$ cat src/rtl/pair_triple_event_counter_pkg.sv
// Shared types and constants for the pair/triple event counter slice.
package pair_triple_event_pkg;

  typedef enum logic [1:0] {
    IDLE    = 2'd0,
    ARM     = 2'd1,
    ACTIVE  = 2'd2,
    RELEASE = 2'd3
  } state_e;

  localparam int RUN_W        = 4;
  localparam int DEBOUNCE_MIN = 1;
  localparam int DEBOUNCE_MAX = 15;
  localparam int CNT_W_MIN    = 2;
  localparam int CNT_W_MAX    = 16;

  // 2-of-3 majority: true when at least two inputs are high.
  function automatic logic maj3(input logic [2:0] v);
    return (v[0] & v[1]) | (v[1] & v[2]) | (v[0] & v[2]);
  endfunction

endpackage

$ cat src/rtl/pair_triple_event_counter_if.sv
// Report channel: valid/ready handshake carrying the latest event count.
interface pair_triple_event_counter_if #(
  parameter int CNT_W = 8
) ();
  logic             out_val;
  logic             out_rdy;
  logic [CNT_W-1:0] out_count;

  modport master (output out_val, output out_count, input out_rdy);
  modport slave  (input out_val, input out_count, output out_rdy);
endinterface

$ cat src/rtl/pair_triple_event_counter_debounce.sv
// Samples the raw inputs, forms the majority and debounces it with a
// run-length FSM. fire_o is a single-cycle pulse, valid for the edge at
// which the qualifying sample completes the run.
module pair_triple_debounce
  import pair_triple_event_pkg::*;
#(
  parameter int DEBOUNCE = 3
) (
  input  logic       clk,
  input  logic       rst_n,
  input  logic       en_i,
  input  logic       clear_i,
  input  logic [2:0] in_i,
  output logic       fire_o
);

  localparam logic [RUN_W-1:0] DEB_R = RUN_W'(DEBOUNCE);
  localparam logic [RUN_W-1:0] ONE_R = RUN_W'(1);

  logic [2:0]       s_q;
  state_e           state_q, state_d;
  logic [RUN_W-1:0] run_q, run_d, run_inc;
  logic             det;

  assign det     = maj3(s_q);
  assign run_inc = run_q + ONE_R;

  // Sample register, state and run counter; everything holds while en_i=0.
  always_ff @(posedge clk or negedge rst_n) begin
    if (!rst_n) begin
      s_q     <= '0;
      state_q <= IDLE;
      run_q   <= '0;
    end else if (clear_i) begin
      s_q     <= '0;
      state_q <= IDLE;
      run_q   <= '0;
    end else if (en_i) begin
      s_q     <= in_i;
      state_q <= state_d;
      run_q   <= run_d;
    end
  end

  // Next state, run length and fire pulse; only meaningful when en_i=1.
  always_comb begin
    state_d = state_q;
    run_d   = run_q;
    fire_o  = 1'b0;
    if (en_i) begin
      unique case (state_q)
        IDLE: if (det) begin
          run_d = ONE_R;
          if (DEBOUNCE == 1) begin
            fire_o  = 1'b1;
            state_d = ACTIVE;
          end else begin
            state_d = ARM;
          end
        end
        ARM: if (det) begin
          run_d = run_inc;
          if (run_inc == DEB_R) begin
            fire_o  = 1'b1;
            state_d = ACTIVE;
          end
        end else begin
          // glitch shorter than DEBOUNCE: drop it without an event
          run_d   = '0;
          state_d = IDLE;
        end
        ACTIVE: if (!det) begin
          run_d   = ONE_R;
          state_d = (DEBOUNCE == 1) ? IDLE : RELEASE;
        end
        RELEASE: if (!det) begin
          run_d = run_inc;
          if (run_inc == DEB_R) state_d = IDLE;
        end else begin
          run_d   = '0;
          state_d = ACTIVE;
        end
        default: state_d = IDLE;
      endcase
    end
  end

endmodule

$ cat src/rtl/pair_triple_event_counter.sv
// Counts debounced 2-of-3 majority events in a saturating counter and
// reports each new count over a valid/ready channel, newest value wins.
module pair_triple_event_counter
  import pair_triple_event_pkg::*;
#(
  parameter int DEBOUNCE = 3,
  parameter int CNT_W    = 8
) (
  input  logic                         clk,
  input  logic                         rst_n,
  input  logic                         en_i,
  input  logic                         clear_i,
  input  logic                         in0_i,
  input  logic                         in1_i,
  input  logic                         in2_i,
  pair_triple_event_counter_if.master  rpt,
  output logic [CNT_W-1:0]             count_o,
  output logic                         saturated_o,
  output logic                         dropped_o
);

  if (DEBOUNCE < DEBOUNCE_MIN || DEBOUNCE > DEBOUNCE_MAX) begin : g_bad_deb
    $error("DEBOUNCE out of range");
  end
  if (CNT_W < CNT_W_MIN || CNT_W > CNT_W_MAX) begin : g_bad_cnt
    $error("CNT_W out of range");
  end

  localparam logic [CNT_W-1:0] CNT_MAX = '1;

  logic             fire;
  logic [CNT_W-1:0] count_q, count_d, cnt_inc;
  logic [CNT_W-1:0] out_count_q, out_count_d;
  logic             out_val_q, out_val_d;
  logic             sat_q, sat_d;
  logic             drop_q, drop_d;

  pair_triple_debounce #(.DEBOUNCE(DEBOUNCE)) u_deb (
    .clk     (clk),
    .rst_n   (rst_n),
    .en_i    (en_i),
    .clear_i (clear_i),
    .in_i    ({in2_i, in1_i, in0_i}),
    .fire_o  (fire)
  );

  assign cnt_inc = (count_q == CNT_MAX) ? CNT_MAX : count_q + CNT_W'(1);

  // Counter, report register and sticky flags next state.
  always_comb begin
    count_d     = count_q;
    out_count_d = out_count_q;
    out_val_d   = out_val_q;
    sat_d       = sat_q;
    drop_d      = drop_q;
    if (fire) begin
      count_d     = cnt_inc;
      out_count_d = cnt_inc;
      out_val_d   = 1'b1;
      if (cnt_inc == CNT_MAX) sat_d = 1'b1;
      // pending report not taken this edge is lost to the newer one
      if (out_val_q && !rpt.out_rdy) drop_d = 1'b1;
    end else if (out_val_q && rpt.out_rdy) begin
      out_val_d = 1'b0;
    end
  end

  // Report-side state; clear has priority over everything but reset.
  always_ff @(posedge clk or negedge rst_n) begin
    if (!rst_n) begin
      count_q     <= '0;
      out_count_q <= '0;
      out_val_q   <= 1'b0;
      sat_q       <= 1'b0;
      drop_q      <= 1'b0;
    end else if (clear_i) begin
      count_q     <= '0;
      out_count_q <= '0;
      out_val_q   <= 1'b0;
      sat_q       <= 1'b0;
      drop_q      <= 1'b0;
    end else begin
      count_q     <= count_d;
      out_count_q <= out_count_d;
      out_val_q   <= out_val_d;
      sat_q       <= sat_d;
      drop_q      <= drop_d;
    end
  end

  assign rpt.out_val   = out_val_q;
  assign rpt.out_count = out_count_q;
  assign count_o       = count_q;
  assign saturated_o   = sat_q;
  assign dropped_o     = drop_q;

endmodule

$ cat src/flat_wrapper.sv
// flat-port wrapper written by rule: the top's interface ports become plain ports
module pair_triple_event_counter_flat import pair_triple_event_pkg::*;
#(
  parameter int DEBOUNCE = 3,
  parameter int CNT_W    = 8
)
  (clk, rst_n, en_i, clear_i, in0_i, in1_i, in2_i, count_o, saturated_o, dropped_o, rpt_out_val, rpt_out_count, rpt_out_rdy);
  pair_triple_event_counter_if #(.CNT_W(CNT_W)) rpt_i ();
  input  logic clk;
  input  logic rst_n;
  input  logic en_i;
  input  logic clear_i;
  input  logic in0_i;
  input  logic in1_i;
  input  logic in2_i;
  output logic [CNT_W-1:0] count_o;
  output logic saturated_o;
  output logic dropped_o;
  output wire logic [$bits(rpt_i.out_val)-1:0] rpt_out_val;
  output wire logic [$bits(rpt_i.out_count)-1:0] rpt_out_count;
  input wire logic [$bits(rpt_i.out_rdy)-1:0] rpt_out_rdy;
  assign rpt_out_val = rpt_i.out_val;
  assign rpt_out_count = rpt_i.out_count;
  assign rpt_i.out_rdy = rpt_out_rdy;
  pair_triple_event_counter #(.DEBOUNCE(DEBOUNCE), .CNT_W(CNT_W)) u_core (.clk(clk), .rst_n(rst_n), .en_i(en_i), .clear_i(clear_i), .in0_i(in0_i), .in1_i(in1_i), .in2_i(in2_i), .rpt(rpt_i), .count_o(count_o), .saturated_o(saturated_o), .dropped_o(dropped_o));
endmodule
$ cat config.mk
export PLATFORM = sky130hd
export DESIGN_NAME = pair_triple_event_counter_flat
export DESIGN_NICKNAME = d
export VERILOG_FILES = /design/src/rtl/pair_triple_event_counter_pkg.sv /design/src/rtl/pair_triple_event_counter_if.sv /design/src/rtl/pair_triple_event_counter_debounce.sv /design/src/rtl/pair_triple_event_counter.sv /design/src/flat_wrapper.sv
export SDC_FILE = /design/constraint.sdc
export NUM_CORES = 1
export LEC_CHECK = 0
export CAP_MARGIN = 5
export CORE_MARGIN = 4
export CORE_UTILIZATION = 46
export DETAILED_ROUTE_END_ITERATION = 7
export GPL_ROUTABILITY_DRIVEN = 0
export PLACE_DENSITY = 0.77
export SLEW_MARGIN = 20
export SYNTH_ARGS = -nofsm -noshare
export SYNTH_HDL_FRONTEND = slang
export SYNTH_SLANG_ARGS = --single-unit
$ cat constraint.sdc
create_clock -name clk -period 1.58 [get_ports clk]
set_clock_uncertainty 0.1 [all_clocks]
set_input_delay 0.158 -clock clk [delete_from_list [all_inputs] [get_ports clk]]
set_output_delay 0.158 -clock clk [all_outputs]
set_load 0.01 [all_outputs]
# == Word-level counts from Yosys, hierarchy flattened ==
# Cells that the tools add are included.
# word_totals
register_bits,20
input_bits,8
output_inout_bits,19
word_cells,71
# op_classes
add_sub_neg,2
eq_ne,10
muxes,34
n_bitwise,5
reduce_logical,13
# ops
op,n
4-bit 2-to-1 mux,6
8-bit 2-to-1 mux,3
8-bit equality test (second input constant),2
2-bit 2-to-1 mux,8
4-bit case mux with 4 select lines,1
1-bit 2-to-1 mux,13
8-bit by 1-bit adder with 8-bit output (second input constant),1
4-bit != test (second input constant),2
2-bit case mux with 4 select lines,1
2-bit nonzero test,4
3-bit 2-to-1 mux,2
3-bit != test (second input constant),2
5-bit AND reduction,1
4-bit by 1-bit adder with 4-bit output (second input constant),1
2-bit equality test (second input constant),2
4-bit by 2-bit equality test with 1-bit output (second input constant),1
2-bit AND reduction,2
1-bit AND,3
3-bit AND reduction,1
3-bit nonzero test,1
2-bit by 1-bit equality test with 1-bit output (second input constant),1
1-bit logical AND,2
2-bit zero test,1
1-bit OR,2
1-bit zero test,1

# == Logic depth before layout (Yosys ltp) ==
# depth
ltp_word,8
ltp_mapped,6
ltp_nobuf,6

# == Hierarchy ==
# From an unflattened synthesis, not the netlist that was laid out.
# unflattened
hier_cells,111
area_unflattened_um2,1182.4
# by_module_without_submodules
mod,instances,cells_per_inst,area_per_inst_um2,seq_area_each_um2
pair_triple_event_counter,1,58,626.9,275.3
pair_triple_debounce,1,53,555.5,225.2

# == Worst setup path before layout ==
# Ideal clock, no wire load.
# synth_timing
path_kind,reg2reg
from,"reg u_core.count_q[0], in the netlist u_core.count_o[0]"
to,"reg u_core.count_q[2], in the netlist u_core.count_o[2]"
setup_time_ns,0.099
arrival_ns,1.593
required_ns,1.381
slack_ns,-0.212
stages_incl_launch_ff,7
path_buffers,1
period_less_slack_ns,1.792
path_cell_list,dfrtp_1 -> ha_1 -> buf_2 -> nand3_1 -> nor2_1 -> and2b_1 -> a311oi_1
# synth_between
elab_chain_len,4
word_cells_on_any_way,5
classes_between,1 x add/sub; 1 x eq/ne; 3 x mux
# synth_rtl
element,line,source
"start, declared",pair_triple_event_counter.sv:32,"logic [CNT_W-1:0] count_q, count_d, cnt_inc;"
"start signal, assigned",pair_triple_event_counter.sv:83,count_q <= count_d;
8-bit by 1-bit adder with 8-bit output / 8-bit equality test (equally long branches),pair_triple_event_counter.sv:47,assign cnt_inc = (count_q == CNT_MAX) ? CNT_MAX : count_q + CNT_W'(1);
8-bit 2-to-1 mux *,pair_triple_event_counter.sv:47,
8-bit 2-to-1 mux *,pair_triple_event_counter.sv:56,if (fire) begin
8-bit 2-to-1 mux *,pair_triple_event_counter.sv:76,end else if (clear_i) begin
# Mark *: on every way between the ends. The rest lies on a longest branch, timed or not. The select of a mux whose other input is x is not followed.
# A chain may end at the register's enable or synchronous reset.

# == Worst setup path in the final report ==
# layout_timing
from,reg u_core.u_deb.run_q[1]
to,"reg u_core.count_q[2], in the netlist u_core.count_o[2]"
# layout_between
elab_chain_len,7
# layout_rtl
element,line,source
"start, declared",pair_triple_event_counter_debounce.sv:22,"logic [RUN_W-1:0] run_q, run_d, run_inc;"
"start signal, assigned",pair_triple_event_counter_debounce.sv:41,run_q <= run_d;
4-bit by 1-bit adder with 4-bit output,pair_triple_event_counter_debounce.sv:26,assign run_inc = run_q + ONE_R;
4-bit by 2-bit equality test with 1-bit output,pair_triple_event_counter_debounce.sv:63,if (run_inc == DEB_R) begin
1-bit 2-to-1 mux,pair_triple_event_counter_debounce.sv:63,
1-bit 2-to-1 mux,pair_triple_event_counter_debounce.sv:61,ARM: if (det) begin
1-bit 2-to-1 mux,pair_triple_event_counter_debounce.sv:51,unique case (state_q)
1-bit 2-to-1 mux,pair_triple_event_counter_debounce.sv:50,if (en_i) begin
2-bit nonzero test (no source line),--,
# Every way passes these cells.

==> impl_metrics.tcl <==
set metrics [dict create \
    die-area_sq_um 3810 \
    violated_checks "negative setup slack" \
    power_per_cell_area_nw_per_um2 429 \
    hold_class "input pin to asynchronous set/reset pin" \
    comb_power_share_pct 11.8 \
    netSwitchingFraction_pct 26.0 \
    yosys.area.top_type_share_pct 37.7 \
    max_slew_margin_pct 70.6 \
    finalSetupViolCount 17 \
    mappedNetlistNets 152 \
    clkLatencyLatePin_ps 310 \
    cts_root_buf "clkbuf_4" \
    worst_pin_slew_ps 441 \
    worst_slack_ps -145 \
    seq_power_share_pct 58.0 \
    n_fill_cell 172 \
    peak_freq_mhz 580 \
    clock_tree_from_tritoncts "done" \
    grt_setup_unrepaired "true" \
    grt_pass1_wl_um 6200 \
    fp-row-count 19 \
    synthArstFlopShare_pct 100 \
    drive_above_1_share_pct 41.9 \
    end_kind "flop" \
    inst_count_dp 213 \
    peakVddDrop_mv 0.457 \
    antenna_found_initial 0 \
    critPathLaunchType "flop" \
    chipWidth_um 61.7 \
    most_repeated_library_cell_on_the_critical_path "buf_6" \
    cts-htree-levels 1 \
    cpPeakStageDelay_ps 480 \
    syn-instance-count 141 \
    timing_hold_violations_final 0 \
    hold_slack_ps 61.7 \
    route.antenna.remaining_nets 0 \
    area_delta_synth_final_pct 59.1 \
    clock_sink_count 20 \
    yosysMostFrequentCell "dfrtp_1" \
    post-place-ws_ps -234 \
    yosysSeqAreaShare_pct 37.7 \
    postSynthRegisterBits 20 \
    portBuffers 26 \
    die-height_um 61.7 \
    cts-buffers-inserted 3 \
    synth_enable_flop_cells 0 \
    dr.pass1.iters 4 \
    post-dp-hpwl_um 2520 \
    post-route-drc-count 0 \
    cp_data_arrival_time_ps 1850 \
    leakage_dissipation_nw 0.936 \
    synth_cell_type_count 47 \
    total_switching_power_w 0.000236 \
    cts.reportedPaths.clkPinSlew_ps 120 \
    run_status "finished, violations left" \
    initial_cell_density_of_the_core_pct 48.1 \
    clock_power_share_pct 30.1 \
    antenna_cell_count 0 \
    route.detailed.wl_per_inst_um 17.7 \
    netlist_area_sq_um 1330 \
    deepest_clock_path_buffer_count 2 \
    yosys-top-cells-count "dfrtp_1 (20), nor2_1 (13), buf_4 (9)" \
    via_count_normalized_by_instance_count 6.11 \
    crit_path_cell_trace "buf_6, ha_4, nand3_4, buf_6, buf_6, nor3_1, buf_4, a311oi_1" \
    synth.avg_cell_area_sq_um 9.42 \
    critical_path_required_ps 1710 \
    internal_power_w 0.000671 \
    drv_slew 0 \
    post_dp_cell_area_sq_um 1810 \
    ys.warnings.count 0 \
    drtIter0Drc 106 \
    synth_area_leader_cell "dfrtp_1" \
    floorplan.io_pins 27 \
    period_share_pct 109 \
    drv_cap 0 \
    vias_after_detailed_routing 1400 \
    finalCriticalPeriod_ps 1720 \
    fin_cells 229 \
    finalNetCount 210 \
    timing.critical_path.slowest_stage_cell "dfrtp_2" \
    area_of_the_placeable_core_sq_um 2760 \
    total_routed_length_um 4050 \
    post-layout-total-power_w 0.000906 \
    globalRouteOverflowTotal 0 \
    path_max_fanout 6 \
    netlist_top_cells_area "dfrtp_1 (38%), buf_4 (5.1%), nor2_1 (3.7%)" \
    worst-setup-path-type "flop to flop" \
    pin_count_of_the_biggest_net_entering_global_routing 21 \
    grt.total_usage_pct 21.9 \
    postSynth.topFlopCell "dfrtp_1" \
    vias_in_the_first_global_route 1270 \
    final_area_sq_um 2110 \
]
-- power groups by stage --
stage	logic [W]	registers, W	clock network (W)
6_report	0.000107	0.000526	0.000273
5_1_grt	0.000116	0.000527	0.000298
4_1_cts	0.0000973	0.000525	0.000266
3_5_place_dp	0.0000881	0.000535	0
3_3_place_gp	0.0000869	0.000534	0
2_1_floorplan	0.0000392	0.000533	0
-- worst max-delay path: cells and delay by family (launching register included) --
family	cells	cell delay, ps
buf+inv	4	520
flops	1	480
compound gates	1	230
fa+ha+maj	1	160
simple gates	2	140
-- cells in the final DEF, fill, tap and decap left out, types with 4 or more instances in the layout --
master	instances
a21oi_1	4
nor2b_1	5
dlygate4sd2_1	13
dfrtp_2	6
nor2_1	12
buf_4	37
dfrtp_1	14
nand2_1	6
nand3_1	4
nor3_1	5
mux2i_1	4
nand3b_1	4
clkdlybuf4s50_1	12
-- final cells by class --
type                    count  area [sq um]  share of cell area, %
repair buffers             67           578                   27.4
well taps                  31          38.8                   1.84
clock buffers               4          26.3                   1.24
inverters                   3          11.3                  0.533
flip-flops and latches     20           508                   24.1
multi-input cells         104           950                   45.0
-- per-stage QoR --
| step | TNS, ps | util (%) |
|---|---|---|
| 2_1_floorplan | -32.5 | - |
| 3_3_place_gp | -1150 | 65.5 |
| 3_5_place_dp | -2060 | 65.5 |
| 4_1_cts | -911 | 71.3 |
| 5_1_grt | -2660 | 76.6 |
| 6_report | -1450 | 76.6 |
-- worst paths after layout --
path / start / end / slack, ps / cells after the start
min in group clk: in0_i / u_core.u_deb.s_q[0] / 340 / 3
max reg2reg: u_core.u_deb.run_q[1] / u_core.count_o[2] / -140 / 8
max in group asynchronous: rst_n / u_core.u_deb.run_q[0] / 1090 / 2
min reg2reg: u_core.saturated_o / u_core.saturated_o / 390 / 2
max: u_core.u_deb.run_q[1] / u_core.count_o[2] / -140 / 8
min: rst_n / u_core.u_deb.s_q[0] / 60 / 2
-- repair_timing --
action / 4_1_cts / 5_1_grt
gates resized for setup: 31 / 17
endpoints found under the setup margin: 33 / 19
pin swaps: 12 / 9
setup buffers: 7 / 6
hold buffers: 0 / 0
-- state kept, by name, summed over array words and instances, names as in the netlist --
register / cells
u_core.dropped_o: 1
u_core.count_o: 8
u_core.u_deb.s_q: 3
u_core.saturated_o: 1
u_core.rpt.out_val: 1
u_core.u_deb.run_q: 4
u_core.u_deb.state_q: 2
-- layer usage --
| metal | global-route usage (%) | part of all wire [%] | routed length [um] |
|---|---|---|---|
| met3 | 2.69 | 6.2 | 253 |
| met5 | 0 | 0 | 0 |
| met1 | 32.1 | 41 | 1680 |
| met4 | 7.58 | 3.0 | 120 |
| met2 | 33.3 | 49 | 2000 |
-- kinds of logic (layout without fill, tap and decap cells) --
kind of cell | count (synthesis) | in the layout | synth area share (%)
simple gates | 62 | 62 | 26.4
compound gates | 32 | 32 | 20.4
flops | 20 | 20 | 37.7
buf+inv | 17 | 74 | 7.54
fa+ha+maj | 4 | 4 | 3.68
mux | 4 | 4 | 3.02
xor+xnor | 2 | 2 | 1.32
Note: power is estimated with default switching activity, not from simulation.
